**config.mk**
```make
export PLATFORM = sky130hd
export DESIGN_NAME = ex3_ldst_dphase_t
export DESIGN_NICKNAME = d
export VERILOG_FILES = /design/src/rtl/ldst_pkg.sv /design/src/rtl/ex3_load_align_t.sv /design/src/rtl/ex3_ldst_dphase_t.sv
export SDC_FILE = /design/constraint.sdc
export NUM_CORES = 1
export LEC_CHECK = 0
export BUFFER_PORTS_ARGS = -buffer_cell sky130_fd_sc_hd__buf_2
export CORE_MARGIN = 5
export CORE_UTILIZATION = 49
export DETAILED_ROUTE_END_ITERATION = 8
export PLACE_DENSITY = 0.82
export SLEW_MARGIN = 0
export SYNTH_ARGS = -nofsm -noshare
export SYNTH_HDL_FRONTEND = slang
export SYNTH_HIERARCHICAL = 1
export SYNTH_SLANG_ARGS = --single-unit
```
**constraint.sdc**
```tcl
create_clock -name CLK -period 1.8 [get_ports CLK]
set_input_delay 0.09 -clock CLK [delete_from_list [all_inputs] [get_ports CLK]]
set_output_delay 0.09 -clock CLK [all_outputs]
set_load 0.005 [all_outputs]
```
**src/rtl/ldst_pkg.sv**
```systemverilog
// ldst_pkg: shared definitions for the ex3 load/store data-phase stage.
//   - memop encodings (stores 1..3, loads 9..D; bit 3 marks a load)
//   - AHB HTRANS codes used by the stage
//   - data-phase FSM state enum
//   - load_extend(): sign/zero extension of already-shifted read data
// The extension works on a 64-bit container so any XLEN up to 64 can use it;
// callers pad the input with zeros and keep the low XLEN bits of the result.
package ldst_pkg;

    localparam logic [3:0] MEMOP_SB  = 4'h1;
    localparam logic [3:0] MEMOP_SH  = 4'h2;
    localparam logic [3:0] MEMOP_SW  = 4'h3;
    localparam logic [3:0] MEMOP_LB  = 4'h9;
    localparam logic [3:0] MEMOP_LBU = 4'hA;
    localparam logic [3:0] MEMOP_LH  = 4'hB;
    localparam logic [3:0] MEMOP_LHU = 4'hC;
    localparam logic [3:0] MEMOP_LW  = 4'hD;

    localparam logic [1:0] HTRANS_IDLE   = 2'h0;
    localparam logic [1:0] HTRANS_NONSEQ = 2'h2;

    typedef enum logic [1:0] {
        ST_IDLE = 2'd0,
        ST_DATA = 2'd1,
        ST_ERR  = 2'd2
    } state_e;

    function automatic logic memop_is_store(input logic [3:0] memop);
        return (memop == MEMOP_SB) || (memop == MEMOP_SH) || (memop == MEMOP_SW);
    endfunction

    function automatic logic memop_is_load(input logic [3:0] memop);
        return (memop >= MEMOP_LB) && (memop <= MEMOP_LW);
    endfunction

    function automatic logic [63:0] load_extend(input logic [3:0] memop, input logic [63:0] sh);
        logic [63:0] r;
        r = '0;
        case (memop)
            MEMOP_LB:  r = {{56{sh[7]}},  sh[7:0]};
            MEMOP_LBU: r = {56'd0,        sh[7:0]};
            MEMOP_LH:  r = {{48{sh[15]}}, sh[15:0]};
            MEMOP_LHU: r = {48'd0,        sh[15:0]};
            MEMOP_LW:  r = sh;
            default:   r = '0;
        endcase
        return r;
    endfunction

endpackage

```
**src/rtl/ex3_load_align_t.sv**
```systemverilog
// ex3_load_align_t: combinational load alignment.
//   hrdata  in  XLEN  raw bus read data
//   off     in  2     byte offset (addr[1:0]) of the load
//   memop   in  4     load memop selecting width and signedness
//   data    out XLEN  shifted and extended load result
// Misaligned offsets are not trapped; the data is simply shifted by 8*off.
module ex3_load_align_t
    import ldst_pkg::*;
#(
    parameter int XLEN = 32
) (
    input  logic [XLEN-1:0] hrdata,
    input  logic [1:0]      off,
    input  logic [3:0]      memop,
    output logic [XLEN-1:0] data
);

    logic [XLEN-1:0] sh;
    logic [63:0]     sh_w;
    logic [63:0]     ext;

    assign sh = hrdata >> {off, 3'b000};

    always_comb begin
        sh_w            = '0;
        sh_w[XLEN-1:0]  = sh;
        ext             = load_extend(memop, sh_w);
        data            = ext[XLEN-1:0];
    end

endmodule

```
**src/rtl/ex3_ldst_dphase_t.sv**
```systemverilog
// ex3_ldst_dphase_t: AHB-Lite data-phase stage of the load/store path.
// Captures each accepted address beat from ex2, drives HWDATA for stores,
// aligns/extends HRDATA for loads, stalls the pipe during wait states and
// reports ERROR responses.
//
// Ports
//   CLK, RST            clock; synchronous active-high reset
//   ldst2_ahb_HTRANS/HWRITE/HADDR    address-phase beat from ex2
//   r_ex2_memop_Q, s_ex2_encoded_Q, s_ex2_rd_Q   beat attributes from ex2
//   ldst2_ahb_HREADY/HRESP/HRDATA    data-phase bus response
//   s_ex3_flush         kill the in-flight result (bus beat still completes)
//   ldst2_ahb_HWDATA    store data during the data phase
//   s_ex3_stall_D       data phase pending and not completing this cycle
//   s_ex3_wb_valid_D/rd_D/data_D     load write-back (one-cycle pulse)
//   s_ex3_exc_D/exc_addr_D           bus error pulse and faulting address
//
// Build option: EX3_LOAD_REG_EN registers the write-back outputs (+1 cycle).
// Without it they are combinational in the completion cycle.
module ex3_ldst_dphase_t
    import ldst_pkg::*;
#(
    parameter int XLEN = 32,
    parameter int RD_W = 5
) (
    input  logic            CLK,
    input  logic            RST,
    input  logic [1:0]      ldst2_ahb_HTRANS,
    input  logic            ldst2_ahb_HWRITE,
    input  logic [XLEN-1:0] ldst2_ahb_HADDR,
    input  logic [3:0]      r_ex2_memop_Q,
    input  logic [XLEN-1:0] s_ex2_encoded_Q,
    input  logic [RD_W-1:0] s_ex2_rd_Q,
    input  logic            ldst2_ahb_HREADY,
    input  logic            ldst2_ahb_HRESP,
    input  logic [XLEN-1:0] ldst2_ahb_HRDATA,
    input  logic            s_ex3_flush,
    output logic [XLEN-1:0] ldst2_ahb_HWDATA,
    output logic            s_ex3_stall_D,
    output logic            s_ex3_wb_valid_D,
    output logic [RD_W-1:0] s_ex3_wb_rd_D,
    output logic [XLEN-1:0] s_ex3_wb_data_D,
    output logic            s_ex3_exc_D,
    output logic [XLEN-1:0] s_ex3_exc_addr_D
);

    state_e          state_q, state_d;
    logic [3:0]      memop_q;
    logic [XLEN-1:0] addr_q;
    logic [RD_W-1:0] rd_q;
    logic [XLEN-1:0] wdata_q;
    logic            hwrite_q;
    logic            kill_q, kill_d;

    logic            accept;
    logic            take;
    logic            complete;
    logic            err_exit;
    logic            kill_eff;
    logic [XLEN-1:0] load_data;

    logic            wb_valid_c;
    logic [RD_W-1:0] wb_rd_c;
    logic [XLEN-1:0] wb_data_c;

    assign accept   = ldst2_ahb_HREADY && (ldst2_ahb_HTRANS == HTRANS_NONSEQ);
    assign complete = (state_q == ST_DATA) && ldst2_ahb_HREADY && !ldst2_ahb_HRESP;
    assign err_exit = (state_q == ST_ERR)  && ldst2_ahb_HREADY &&  ldst2_ahb_HRESP;
    // A new beat is only latched when the data-phase slot is free this cycle:
    // from IDLE, or overlapping the completion of the previous beat.
    assign take     = accept && ((state_q == ST_IDLE) || complete);
    // Flush in the retiring cycle itself also kills the result.
    assign kill_eff = kill_q || s_ex3_flush;

    always_comb begin
        state_d = state_q;
        case (state_q)
            ST_IDLE: if (accept) state_d = ST_DATA;
            ST_DATA: begin
                if (ldst2_ahb_HREADY && !ldst2_ahb_HRESP)
                    state_d = accept ? ST_DATA : ST_IDLE;
                else if (!ldst2_ahb_HREADY && ldst2_ahb_HRESP)
                    state_d = ST_ERR;
            end
            // Only the second ERROR cycle leaves ERR; anything else holds.
            ST_ERR:  if (err_exit) state_d = ST_IDLE;
            default: state_d = ST_IDLE;
        endcase
    end

    always_comb begin
        kill_d = kill_q;
        if (complete || err_exit)
            kill_d = 1'b0;
        else if ((state_q != ST_IDLE) && s_ex3_flush)
            kill_d = 1'b1;
    end

    always_ff @(posedge CLK) begin
        if (RST) begin
            state_q  <= ST_IDLE;
            memop_q  <= '0;
            addr_q   <= '0;
            rd_q     <= '0;
            wdata_q  <= '0;
            hwrite_q <= 1'b0;
            kill_q   <= 1'b0;
        end else begin
            state_q <= state_d;
            kill_q  <= kill_d;
            if (take) begin
                memop_q  <= r_ex2_memop_Q;
                addr_q   <= ldst2_ahb_HADDR;
                rd_q     <= s_ex2_rd_Q;
                wdata_q  <= s_ex2_encoded_Q;
                hwrite_q <= ldst2_ahb_HWRITE;
            end
        end
    end

    ex3_load_align_t #(.XLEN(XLEN)) u_align (
        .hrdata (ldst2_ahb_HRDATA),
        .off    (addr_q[1:0]),
        .memop  (memop_q),
        .data   (load_data)
    );

    // Write data is held from the latch, so it stays stable across wait states.
    assign ldst2_ahb_HWDATA = ((state_q != ST_IDLE) && hwrite_q && memop_is_store(memop_q))
                              ? wdata_q : '0;

    assign s_ex3_stall_D = (state_q != ST_IDLE) && !(ldst2_ahb_HREADY && !ldst2_ahb_HRESP);

    // Pulses are gated by RST so a reset landing on a completion drops the beat.
    assign wb_valid_c = complete && memop_is_load(memop_q) && !kill_eff && !RST;
    assign wb_rd_c    = wb_valid_c ? rd_q : '0;
    assign wb_data_c  = wb_valid_c ? load_data : '0;

    assign s_ex3_exc_D      = err_exit && !kill_eff && !RST;
    assign s_ex3_exc_addr_D = s_ex3_exc_D ? addr_q : '0;

`ifdef EX3_LOAD_REG_EN
    logic            wb_valid_q;
    logic [RD_W-1:0] wb_rd_q;
    logic [XLEN-1:0] wb_data_q;

    always_ff @(posedge CLK) begin
        if (RST) begin
            wb_valid_q <= 1'b0;
            wb_rd_q    <= '0;
            wb_data_q  <= '0;
        end else begin
            wb_valid_q <= wb_valid_c;
            wb_rd_q    <= wb_rd_c;
            wb_data_q  <= wb_data_c;
        end
    end

    assign s_ex3_wb_valid_D = wb_valid_q;
    assign s_ex3_wb_rd_D    = wb_rd_q;
    assign s_ex3_wb_data_D  = wb_data_q;
`else
    assign s_ex3_wb_valid_D = wb_valid_c;
    assign s_ex3_wb_rd_D    = wb_rd_c;
    assign s_ex3_wb_data_D  = wb_data_c;
`endif

endmodule

```
* Word level (Yosys, flattened, before mapping)
Cells that the tools add are included.
Word-level totals: logic and storage cells 67, flip-flop bits (word level) 77, bits of input ports 113, output and inout port bits 104
Operators by class: eq/ne operators 14, shifts and indexed selects 1, reductions and logical operators 32, order comparisons 2, mux-type cells 11
Operators with widths (count):
- 32-bit case mux with 5 select lines | 1
- 32-bit two-way mux | 3
- 32-bit by 5-bit right shift with 32-bit output | 1
- 4-bit == test, second input constant | 5
- 1-bit logical AND | 18
- 4-bit by 2-bit == test with 1-bit output, second input constant | 2
- 2-bit two-way mux | 4
- 2-bit case mux with 3 select lines | 1
- 1-bit zero test | 5
- 1-bit logical OR | 5
- 5-bit two-way mux | 1
- 2-bit == test, second input constant | 2
- 4-bit by 1-bit == test with 1-bit output, second input constant | 1
- 4-bit >= comparator, second input constant | 1
- 4-bit <= comparator, second input constant | 1
- 2-bit inequality test, second input constant | 2
- 3-bit by 1-bit inequality test with 1-bit output, second input constant | 1
- 3-bit AND reduction | 1
- 2-bit by 1-bit == test with 1-bit output, second input constant | 1
- 2-bit zero test | 1
- 2-bit nonzero test | 1
- 2-bit OR reduction | 1
- 1-bit two-way mux | 1

* Logic depth before layout (Yosys ltp)
depth after elaboration 7, mapped depth 6, mapped depth without buffers 4

* Hierarchy
The synthesis kept the hierarchy.
By module, submodules not included:
- ex3_ldst_dphase_t | cells each 465, area an instance 4230.3 µm², sequential area each 1541.5 µm², instances 1
- ex3_load_align_t | cells each 106, area an instance 850.8 µm², sequential area each 0.0 µm², instances 1

* Worst setup path before layout
OpenSTA, ideal clock, no wires.
path type reg-to-output, from register addr_q[0], to output s_ex3_wb_data_D[19], stages on the path, launching flop included 6, data required time 1.710 ns, arrival time 1.431 ns, path buffers 1, slack 0.279 ns, cells stage by stage dfxtp_1 mux4_2 nand3b_4 buf_6 o221ai_1 and2_1
Between the ends: word-level cells in the longest chain between the ends 3
Ends and longest elaborated chain:
- from (decl) | RTL line ex3_ldst_dphase_t.sv:48 | logic [XLEN-1:0] addr_q;
- from (signal assigned) | RTL line ex3_ldst_dphase_t.sv:112 | addr_q <= ldst2_ahb_HADDR;
- 32-bit by 5-bit right shift with 32-bit output | RTL line ex3_load_align_t.sv:22 | assign sh = hrdata >> {off, 3'b000};
- 32-bit case mux with 5 select lines | RTL line ldst_pkg.sv:39 | case (memop)
- named net load_data[19] | RTL line ex3_ldst_dphase_t.sv:59 | logic [XLEN-1:0] load_data;
- 32-bit two-way mux | RTL line ex3_ldst_dphase_t.sv:136 | assign wb_data_c = wb_valid_c ? load_data : '0;
- to (decl) | RTL line ex3_ldst_dphase_t.sv:41 | output logic [XLEN-1:0] s_ex3_wb_data_D,
The timed path passes the listed nets, and every way through them passes these cells.

* Worst setup path after layout
from register addr_q[0], to output s_ex3_wb_data_D[29]
The elaborated chain is that of the path after synthesis.

==> reports/qor.csv <==
metric,value,unit
status,finished with violations,
failing checks,setup timing,
clk_lat worst skew,360,ps
"Slowest-stage cell, CP",mux4_2,
CTS buffer count,9,
gpl congestion,0.9672,
Total GRT Usage,31.45,%
post-synthesis cell type count,40,
Synth Area in Compound Gates,8.471,%
adder-cell share of the synthesized area,0,%
RSZ-0062 raised after global routing,yes,
Syn Area/Cell,8.899,sq um
die height,111.8,microns
# IOs,217,
Final Skew,17.05,ps
P_leak,3.606,nW
relative slew slack,31.88,%
remaining antenna violation count,0,
pwr dens,464.2,nW/um^2
Area Growth Syn to Fin,66.68,%
via count,5728,
"EDFF count, synth",0,
Clock Sinks,77,
simple-gate portion of the synthesized area,36.94,%
post-synthesis mux area share,18.64,%
area of the multi-input gates,3660,sq um
critical-path cell list,"mux4_2, nand3b_4, o211ai_1, and2_1, buf_2",
Clock transition at path regs,80,ps
synth cell count leaders,"nand2b_1, and2_1, mux2i_1",
"Top FF cell, synth",dfxtp_1,
Non-Filler Instances,1000,
Post-DP HPWL,10.82,mm
peak supply drop,0.4789,mV
max-slew violations,0,
Synth warnings,6,
largest net degree at the start of global routing,152,
die width,111.8,microns
critical path arrival,1960,ps
final cycle utilization of the critical path,113.8,%
"Largest stage delay, worst path",610,ps
post-synthesis sequential area ratio,30.34,%
Cells after Synth,571,
Final Hold Viols,0,
Core Area,10230,sq um
htree depth,3,
Critical Path RT,1710,ps
share of cells above drive strength 1,47.62,%
Synth area leaders,"dfxtp_1, nand2b_1, mux2i_1",
root buf cell,clkbuf_8,
port bufs,216,
fin util,82.78,%
post-synthesis xor/xnor area fraction,0,%
CTS tree,built,
Vias/cell,5.728,
dominant cell type by area after synthesis,dfxtp_1,
"flops & latches, synth",77,
# DRC,0,
min Tclk post-route,2048,ps
Fill cells,529,
Pre-antenna DRT Iters,5,
vias in the first global route,5870,
largest family of logic cells by synthesized area,simple AND/OR/NAND/NOR gates,
Longest Clk Path Bufs,2,
num rows,37,
initial antenna violation count,1,
Post-Syn Area,5081,sq um
M1 WL,7.255,mm
syn nets,684,
total of max-cap violations,0,
1st-iter DRT viols,520,
storage element area,1562,sq um
cell with the most instances after synthesis,nand2b_1,
routed wl met3,1.894,mm
total power,3.932,mW
setup ws final,-248.2,ps
measured slew at the worst slew-check pin,1022,ps
layout net count,971,
CP Max Fanout,12,
Crit Path Class,flip-flop to output port,
element type at the critical path end,output port,
post-synth top area share,30.34,%
"Setup violations, final",102,
first-pass GRT wire length,31.44,mm
Max Used Layer,met4,
Peak Freq,0.4882,GHz
share of synthesized registers carrying an async set or reset,0,%
WL per Instance,21.32,microns
Initial Util,49.66,%
DIE AREA,12510,sq um
worst min path class,primary input to flip-flop,
CP startpoint kind,flip-flop,
met2 routed WL,10.95,mm
drt total wl,21.32,mm
placed insts,898,
GRT overflow,0,
## power by group
part,internal (mW),switching (mW)
registers,1.76,0.0513
logic,0.395,0.335
clock network,0.716,0.672
## metrics by stage
stage	hold slack [ps]	setup WS [ps]	setup TNS (ps)	instance area (sq um)
after floorplan	201.8	278.7	0	5081
after global placement	351.8	122.1	0	6362
after detailed placement	358.4	12.13	0	6362
after CTS	0.4466	-196.5	-10760	8220
after global routing	-4.514	-298.6	-20470	8469
final	9.563	-248.2	-13800	8469
## layout make-up
| type | count | area share (%) |
|---|---|---|
| inverters | 4 | 0.1773 |
| clock buffers | 11 | 1.788 |
| repair buffers | 325 | 33.65 |
| diodes | 1 | 0.02955 |
| multi-input cells | 441 | 43.21 |
| clock inverters | 5 | 0.6943 |
| well taps | 136 | 2.009 |
| flip-flops and latches | 77 | 18.44 |
## per-layer routing
layer	track usage (%)	up-vias
met3	8.804	107
li1	-	2501
met5	0	-
met1	32.21	2707
met4	19.79	0
met2	56.16	413
## timing repair
action,CTS,global route
setup buffers,16,4
resized for setup,163,78
hold endpoints to repair,56,0
cloned,13,1
hold buffers,56,0
endpoints found under the setup margin,103,103
pin swaps,63,9
## placed cells by master (no fill, tap or decap), types with 3 or more instances in the layout
| cell type | count |
|---|---|
| dlygate4sd3_1 | 56 |
| o221ai_1 | 3 |
| nand3b_4 | 3 |
| and2_4 | 85 |
| buf_12 | 10 |
| nand2_1 | 3 |
| buf_4 | 25 |
| clkbuf_8 | 11 |
| mux2i_1 | 89 |
| nand2b_1 | 151 |
| o21ai_1 | 7 |
| a211oi_2 | 4 |
| and2_1 | 16 |
| nor2b_1 | 12 |
| dfxtp_1 | 69 |
| nand4b_1 | 7 |
| inv_1 | 4 |
| buf_2 | 130 |
| buf_6 | 98 |
| dfxtp_2 | 4 |
| o211ai_1 | 7 |
| dfxtp_4 | 4 |
| a2bb2oi_1 | 6 |
| o221ai_2 | 6 |
| a211oi_1 | 10 |
| buf_16 | 3 |
## critical path, delay by kind of cell, from the launching register on
family                 cells  cell delay [ps]
AOI/OAI and AO/OA          1              130
buffers and inverters      1              130
DFF                        1              380
and+or+nand+nor            2              370
muxes                      1              610
## flip-flops by register name, summed over array words and instances (netlist names)
name and count:
kill_q 1, rd_q 5, wdata_q 32, hwrite_q 1, memop_q 4, addr_q 32, state_q 2
## kinds of logic (layout without fill, tap and decap cells)
logic type / count (synthesis) / in the layout
buffers and inverters: 55 / 345
AND/OR/NAND/NOR: 291 / 293
flip-flops: 77 / 77
multiplexers: 92 / 92
other: 0 / 1
AO/OA/AOI/OAI: 56 / 56
## path summary, 6_finish.rpt
| check | depth (start not counted) | slack, ps | endpoint | from |
|---|---|---|---|---|
| max | 5 | -250 | s_ex3_wb_data_D[29] | addr_q[0] |
| min | 3 | 10 | rd_q[4] | s_ex2_rd_Q[4] |
| max reg2reg | 6 | 80 | addr_q[23] | state_q[1] |
| min reg2reg | 2 | 470 | kill_q | kill_q |
No activity file was read; power rests on OpenSTA's default activity.
